### src/rtl/ahb_lite_pkg.sv
// Shared types and constants for the AHB-Lite RAM slave front end.
package ahb_lite_pkg;

  typedef enum logic [1:0] {
    HtransIdle   = 2'b00,
    HtransBusy   = 2'b01,
    HtransNonseq = 2'b10,
    HtransSeq    = 2'b11
  } htrans_t;

  localparam logic [2:0] HSIZE_WORD = 3'b010;

  localparam logic RESP_OKAY  = 1'b0;
  localparam logic RESP_ERROR = 1'b1;

  // Data-phase state of the slave
  typedef enum logic [2:0] {
    StIdle,
    StWrDp,
    StRdDp,
    StRdStall,
    StRdDone,
    StErr1,
    StErr2
  } state_t;

endpackage

### src/rtl/ahb_lite_ram_slave.sv
// AHB-Lite slave front end for a write-priority dual-port RAM.
// Address phases are registered into a data-phase FSM; reads are issued to the RAM directly
// from the address phase so that read data lines up with the following data phase. A read
// that follows a write is delayed by one wait state because the RAM port is busy writing.
module ahb_lite_ram_slave
  import ahb_lite_pkg::*;
#(
  parameter int unsigned ADDR_W = 10,
  parameter int unsigned DATA_W = 32
) (
  input  logic              CLK,
  input  logic              RST,
  input  logic              HSEL,
  input  logic [31:0]       HADDR,
  input  logic [1:0]        HTRANS,
  input  logic              HWRITE,
  input  logic [2:0]        HSIZE,
  input  logic [DATA_W-1:0] HWDATA,
  input  logic              HREADY,
  output logic [DATA_W-1:0] HRDATA,
  output logic              HREADYOUT,
  output logic              HRESP,
  output logic              RAM_WRITE,
  output logic              RAM_READ,
  output logic [31:0]       RAM_WR_ADDR,
  output logic [DATA_W-1:0] RAM_WR_DATA,
  output logic [31:0]       RAM_RD_ADDR,
  input  logic [DATA_W-1:0] RAM_RD_DATA
);

  localparam int unsigned PadW = 32 - ADDR_W;

  state_t              state_q, state_d;
  logic [ADDR_W-1:0]   idx_q, idx_d;
  logic                hwrite_q, hwrite_d;

  htrans_t             trans;
  logic [ADDR_W-1:0]   haddr_idx;
  logic                slot_free;
  logic                accept;
  logic                legal;
  logic                read_issue;
  logic                unused_haddr;

  assign trans     = htrans_t'(HTRANS);
  assign haddr_idx = HADDR[ADDR_W+1:2];
  // Upper byte-address bits beyond the RAM depth are deliberately ignored
  assign unused_haddr = ^HADDR[31:ADDR_W+2];

  // Stall and first error cycle never take a new address phase
  assign slot_free  = (state_q != StRdStall) && (state_q != StErr1);
  assign accept     = HSEL && HREADY && ((trans == HtransNonseq) || (trans == HtransSeq)) &&
                      !RST && slot_free;
  assign legal      = (HSIZE == HSIZE_WORD) && (HADDR[1:0] == 2'b00);
  // A read behind a write cannot use the RAM this cycle; it is reissued from RD_STALL
  assign read_issue = accept && legal && !HWRITE && (state_q != StWrDp);

  // Next-state and address/control latch
  always_comb begin
    state_d  = state_q;
    idx_d    = idx_q;
    hwrite_d = hwrite_q;
    case (state_q)
      StRdStall: state_d = StRdDone;
      StErr1:    state_d = StErr2;
      default: begin
        if (accept) begin
          idx_d    = haddr_idx;
          hwrite_d = HWRITE;
          if (!legal) begin
            state_d = StErr1;
          end else if (HWRITE) begin
            state_d = StWrDp;
          end else if (state_q == StWrDp) begin
            state_d = StRdStall;
          end else begin
            state_d = StRdDp;
          end
        end else begin
          state_d = StIdle;
        end
      end
    endcase
  end

  // State registers with synchronous reset
  always_ff @(posedge CLK) begin
    if (RST) begin
      state_q  <= StIdle;
      idx_q    <= '0;
      hwrite_q <= 1'b0;
    end else begin
      state_q  <= state_d;
      idx_q    <= idx_d;
      hwrite_q <= hwrite_d;
    end
  end

  // Bus response and RAM strobes; everything is forced idle while reset is held
  always_comb begin
    HREADYOUT   = 1'b1;
    HRESP       = RESP_OKAY;
    HRDATA      = '0;
    RAM_WRITE   = 1'b0;
    RAM_READ    = 1'b0;
    RAM_WR_ADDR = '0;
    RAM_WR_DATA = '0;
    RAM_RD_ADDR = '0;
    if (!RST) begin
      case (state_q)
        StWrDp: begin
          RAM_WRITE   = hwrite_q;
          RAM_WR_ADDR = {{PadW{1'b0}}, idx_q};
          RAM_WR_DATA = HWDATA;
        end
        StRdDp, StRdDone: begin
          HRDATA = RAM_RD_DATA;
        end
        StRdStall: begin
          HREADYOUT   = 1'b0;
          RAM_READ    = 1'b1;
          RAM_RD_ADDR = {{PadW{1'b0}}, idx_q};
        end
        StErr1: begin
          HREADYOUT = 1'b0;
          HRESP     = RESP_ERROR;
        end
        StErr2: begin
          HRESP = RESP_ERROR;
        end
        default: ;
      endcase
      if (read_issue) begin
        RAM_READ    = 1'b1;
        RAM_RD_ADDR = {{PadW{1'b0}}, haddr_idx};
      end
    end
  end

endmodule

### config.mk
export PLATFORM = sky130hd
export DESIGN_NAME = ahb_lite_ram_slave
export DESIGN_NICKNAME = d
export VERILOG_FILES = /design/src/rtl/ahb_lite_pkg.sv /design/src/rtl/ahb_lite_ram_slave.sv
export SDC_FILE = /design/constraint.sdc
export NUM_CORES = 1
export LEC_CHECK = 0
export CELL_PAD_IN_SITES_DETAIL_PLACEMENT = 1
export CELL_PAD_IN_SITES_GLOBAL_PLACEMENT = 1
export CORE_UTILIZATION = 16
export DETAILED_ROUTE_END_ITERATION = 16
export GPL_ROUTABILITY_DRIVEN = 0
export PLACE_DENSITY_LB_ADDON = 0.05
export SETUP_SLACK_MARGIN = 0.05
export SYNTH_ARGS = -nofsm -noshare
export SYNTH_HDL_FRONTEND = slang
export SYNTH_SLANG_ARGS = --single-unit
export TNS_END_PERCENT = 1
### constraint.sdc
create_clock -name CLK -period 4.4 [get_ports CLK]
set_input_delay 0.44 -clock CLK [delete_from_list [all_inputs] [get_ports CLK]]
set_output_delay 0.44 -clock CLK [all_outputs]
set_load 0.1 [all_outputs]
# == Word-level counts from Yosys, hierarchy flattened ==
# Cells that the tools add are included.
# totals
regBits,14
inputBits,106
output_inout_bits,132
# classes
eq_ne,12
n_mux,23
n_bitwise,1
n_reduce_logical,17
# op_table
operator,n
32-bit 2-to-1 mux,6
10-bit 2-to-1 mux,3
1-bit 2-to-1 mux,10
"3-bit by 2-bit == test with 1-bit output, second input constant",3
"3-bit == test, second input constant",3
1-bit logical AND,9
3-bit 2-to-1 mux,2
3-bit case mux with 2 select lines,1
2-bit OR reduction,3
"2-bit == test, second input constant",2
"3-bit by 1-bit == test with 1-bit output, second input constant",1
"3-bit by 1-bit inequality test with 1-bit output, second input constant",1
"3-bit by 2-bit inequality test with 1-bit output, second input constant",1
"3-bit inequality test, second input constant",1
1-bit logical NOT,2
2-bit logical NOT,1
2-bit 2-to-1 mux,1
2-bit AND reduction,1
1-bit logical OR,1
1-bit inverter,1

# == Depth between registers and ports, before layout ==
# logic_depth
depth_word,10
depth_mapped,5

# == Least setup slack after synthesis ==
# OpenSTA, ideal clock, no wires.
# synth_timing
kind,input to output
startpoint,input port HSIZE[2]
endpoint,output port RAM_READ
t_arrival_ps,3409
required_ps,3960
path_slack_ps,551
cell_stages,3
path_cell_list,nor4b_1 > nand3_1 > a221oi_1
# synth_between
elab_chain_len,7
# synth_rtl
element,line_no,text
"start, declared",ahb_lite_ram_slave.sv:17,"input logic [2:0] HSIZE,"
3-bit by 2-bit == test with 1-bit output,ahb_lite_ram_slave.sv:54,assign legal = (HSIZE == HSIZE_WORD) && (HADDR[1:0] == 2'b00);
1-bit logical AND,ahb_lite_ram_slave.sv:54,
1-bit logical AND (3 in series),ahb_lite_ram_slave.sv:56,assign read_issue = accept && legal && !HWRITE && (state_q != StWrDp);
1-bit 2-to-1 mux,ahb_lite_ram_slave.sv:133,if (read_issue) begin
1-bit 2-to-1 mux,ahb_lite_ram_slave.sv:109,if (!RST) begin
"end, declared",ahb_lite_ram_slave.sv:24,"output logic RAM_READ,"
# No other way between the ends.

# == Final worst setup path ==
# layout_timing
startpoint,input port HSIZE[2]
endpoint,output port RAM_RD_ADDR[5]
# layout_between
elab_chain_len,7
# layout_rtl
element,line_no,text
3-bit by 2-bit == test with 1-bit output,ahb_lite_ram_slave.sv:54,
1-bit logical AND,ahb_lite_ram_slave.sv:54,
1-bit logical AND (3 in series),ahb_lite_ram_slave.sv:56,
32-bit 2-to-1 mux,ahb_lite_ram_slave.sv:133,
32-bit 2-to-1 mux,ahb_lite_ram_slave.sv:109,
"end, declared",ahb_lite_ram_slave.sv:27,"output logic [31:0] RAM_RD_ADDR,"
# No other way between the ends.

==> results.cfg <==
[hold_path]
min_path_type = flop to flop

[synth]
synthMuxAreaShare_pct = 7.34
synth_top_area_share_pct = 27.8
synthAdderAreaFrac_pct = 0
postSynthCellCount = 210
synthDistinctLibCells = 32
synth_compound_area_share_pct = 9.34
synth_xor_area_share_pct = 1.04
syn_avg_cell_area_sq_um = 8.04
synth_simple_gate_area_share_pct = 41.1
post_synth_main_area_contributors = and2_1 28%, buf_4 20%, dfxtp_1 17%
yosysSeqAreaShare_pct = 16.6
synth_top_family_by_area = simple AND/OR/NAND/NOR gates
ys_ff_latch = 14
syn-cell-area_sq_um = 1690
yosysWarnings = 0
yosysTopAreaCell = and2_1

[timing]
max-slew-margin-rel_pct = 42.6
tightest_slew_ns = 0.861
setup_viol = 0
fin_crit_sh_pct = 71.3
rsz0062_at_grt = false
setup_tns_ns = 0
drv_slew = 0
hold_viol = 0
finalClockSkew_ns = 0.00637
fin_crit_ns = 3.14
fmax_mhz = 319
layout_setup_ws_ns = 1.26

[die]
die_area_sq_um = 11000
die-height_um = 105
rows = 37
ios = 238
die_w_um = 105
coreArea_sq_um = 10300
initial_core_util_pct = 16.4

[pwr]
comb_power_share_pct = 56.6
switchingPower_uw = 291
p_per_area_nw_per_um2 = 171
swShare_pct = 51.2
power_uw = 568
power_frac_clock_pct = 19.6
vdd_drop_max_v = 0.0000771
p_int_uw = 277
p_seq_share_pct = 23.8
p_leak_nw = 1.54

[outcome]
status = finished, final reports clean

[cells_and_area]
layout_common_cells = 84 x clkdlybuf4s50_1, 82 x buf_4, 75 x and2_1, 44 x conb_1, 14 x dfxtp_1
syn_to_final_growth_pct = 97.0
final_common_cell = clkdlybuf4s50_1
drive_gt1_share_pct = 29.9
fin_util_pct = 32.3
fillers = 1243
antenna_cells = 0
fin_nets = 483

[critical_path]
criticalPathCategory = input port to output port
rr_startpoint = state_q[2]
crit_path_max_fanout = 10
setup.worst_path.end = RAM_RD_ADDR[5]
rr_worst_depth = 3
r2r-end = idx_q[4]
worstSetupStartpoint = HSIZE[2]
worstSetupStartpointType = input port
cp.arrival_ns = 2.70
crit_required_ns = 3.96
r2r_slack_ns = 2.57
end_kind = output port

[global_route]
grt_max_degree = 44
gr-total-overflow = 0
grt_usage_pct = 11.3
grt_pass1_vias = 1856
grt_pass1_wl_mm = 9.98
antenna_found_initial = 0

[clocking]
numCtsBuffers = 3
cts_resized = 0
htree_levels = 1
clockRootBuffer = clkbuf_8
clock_sinks = 14
cts.clk_slew.worst_paths_ns = 0.06
postCtsSetupRepairBufs = 0
postCtsHoldBufs = 0
cts_tree = built
max-clock-path-buffers = 2
clock_latency_ns = 0.25

[drt]
wl_per_cell_um = 12.7
drt_pass1_iterations = 3
route.detailed.drc = 0
wl_mm = 6.48
vias_per_cell = 3.73
ant_nets = 0
num_vias = 1906
drtIter0Drc = 47

[place]
hpwl_mm = 5.20
portBuffers = 172
place_ws_ns = 1.24

[job]
drv_cap = 0
[power by group through the flow]
stage | clock [mW] | combinational [mW] | sequential (mW)
after global placement | 0 | 0.321 | 0.138
after CTS | 0.119 | 0.323 | 0.135
final | 0.111 | 0.322 | 0.135
after global routing | 0.122 | 0.333 | 0.136
after detailed placement | 0 | 0.322 | 0.138
after floorplan | 0 | 0.265 | 0.136
[routing by layer]
layer / global-route usage [%] / up-vias / part of all wire (%)
met5: 0 / - / 0
met4: 2.31 / 0 / 1.0
met3: 3.99 / 6 / 11
met2: 21.0 / 127 / 50
met1: 12.4 / 847 / 38
li1: - / 926 / -
[critical path: stages]
cell,delay [ns]
clkdlybuf4s50_1,0.42
or4b_4,0.57
a2111oi_4,0.77
a22o_1,0.30
buf_12,0.19
[through the flow]
stage	hold WS (ns)	cell area, sq um	cells
finish	0.626	3320	511
CTS	0.624	3320	511
floorplan	0.558	1850	253
detailed placement	0.602	3280	508
global placement	0.584	3280	508
global route	0.655	3320	511
[cell families after synthesis]
kind of cell	after synthesis
simple gates	107
buf+inv	58
compound gates	17
flops	14
mux	11
xor+xnor	2
other cells	1
[synth_stat cells]
cell and number:
o21ai_0 1, nand3_1 2, buf_4 45, and2_1 75, nor3b_1 2, and4b_1 1, clkbuf_1 8, or2_2 1
nor4b_1 1, nor4b_2 2, a22o_1 11, a221oi_1 1, or4b_4 1, nor2b_1 11, nor2_1 2, buf_2 1
nand2b_1 1, a21oi_1 1, mux2_2 11, nand4_1 1, conb_1 1, buf_6 3, a2111oi_4 1, o211ai_1 1
nand4b_1 1, inv_1 1, nand3b_1 3, nand2_1 3, dfxtp_1 14, xnor2_1 1, xor2_1 1, a21o_1 1
[state kept, by name, indices dropped and copies added (netlist names)]
register / count
state_q: 3
hwrite_q: 1
idx_q: 10
[layout make-up]
type	count	area [sq um]	share of cell area, %
Clock buffer	3	41.3	1.24
Inverter	1	3.75	0.113
Multi-Input combinational cell	181	1170	35.3
Sequential cell	14	280	8.43
Tap cell	136	170	5.12
Timing Repair Buffer	176	1660	49.8
[worst min path at each step]
stage / startpoint / to / slack [ns] / depth (start not counted)
after floorplan: hwrite_q / hwrite_q / 0.56 / 2
after global placement: hwrite_q / hwrite_q / 0.58 / 2
after detailed placement: hwrite_q / hwrite_q / 0.60 / 2
after CTS: hwrite_q / hwrite_q / 0.62 / 2
after global routing: idx_q[7] / idx_q[7] / 0.66 / 2
final: idx_q[2] / idx_q[2] / 0.63 / 2
Note: power is estimated with default switching activity, not from simulation.
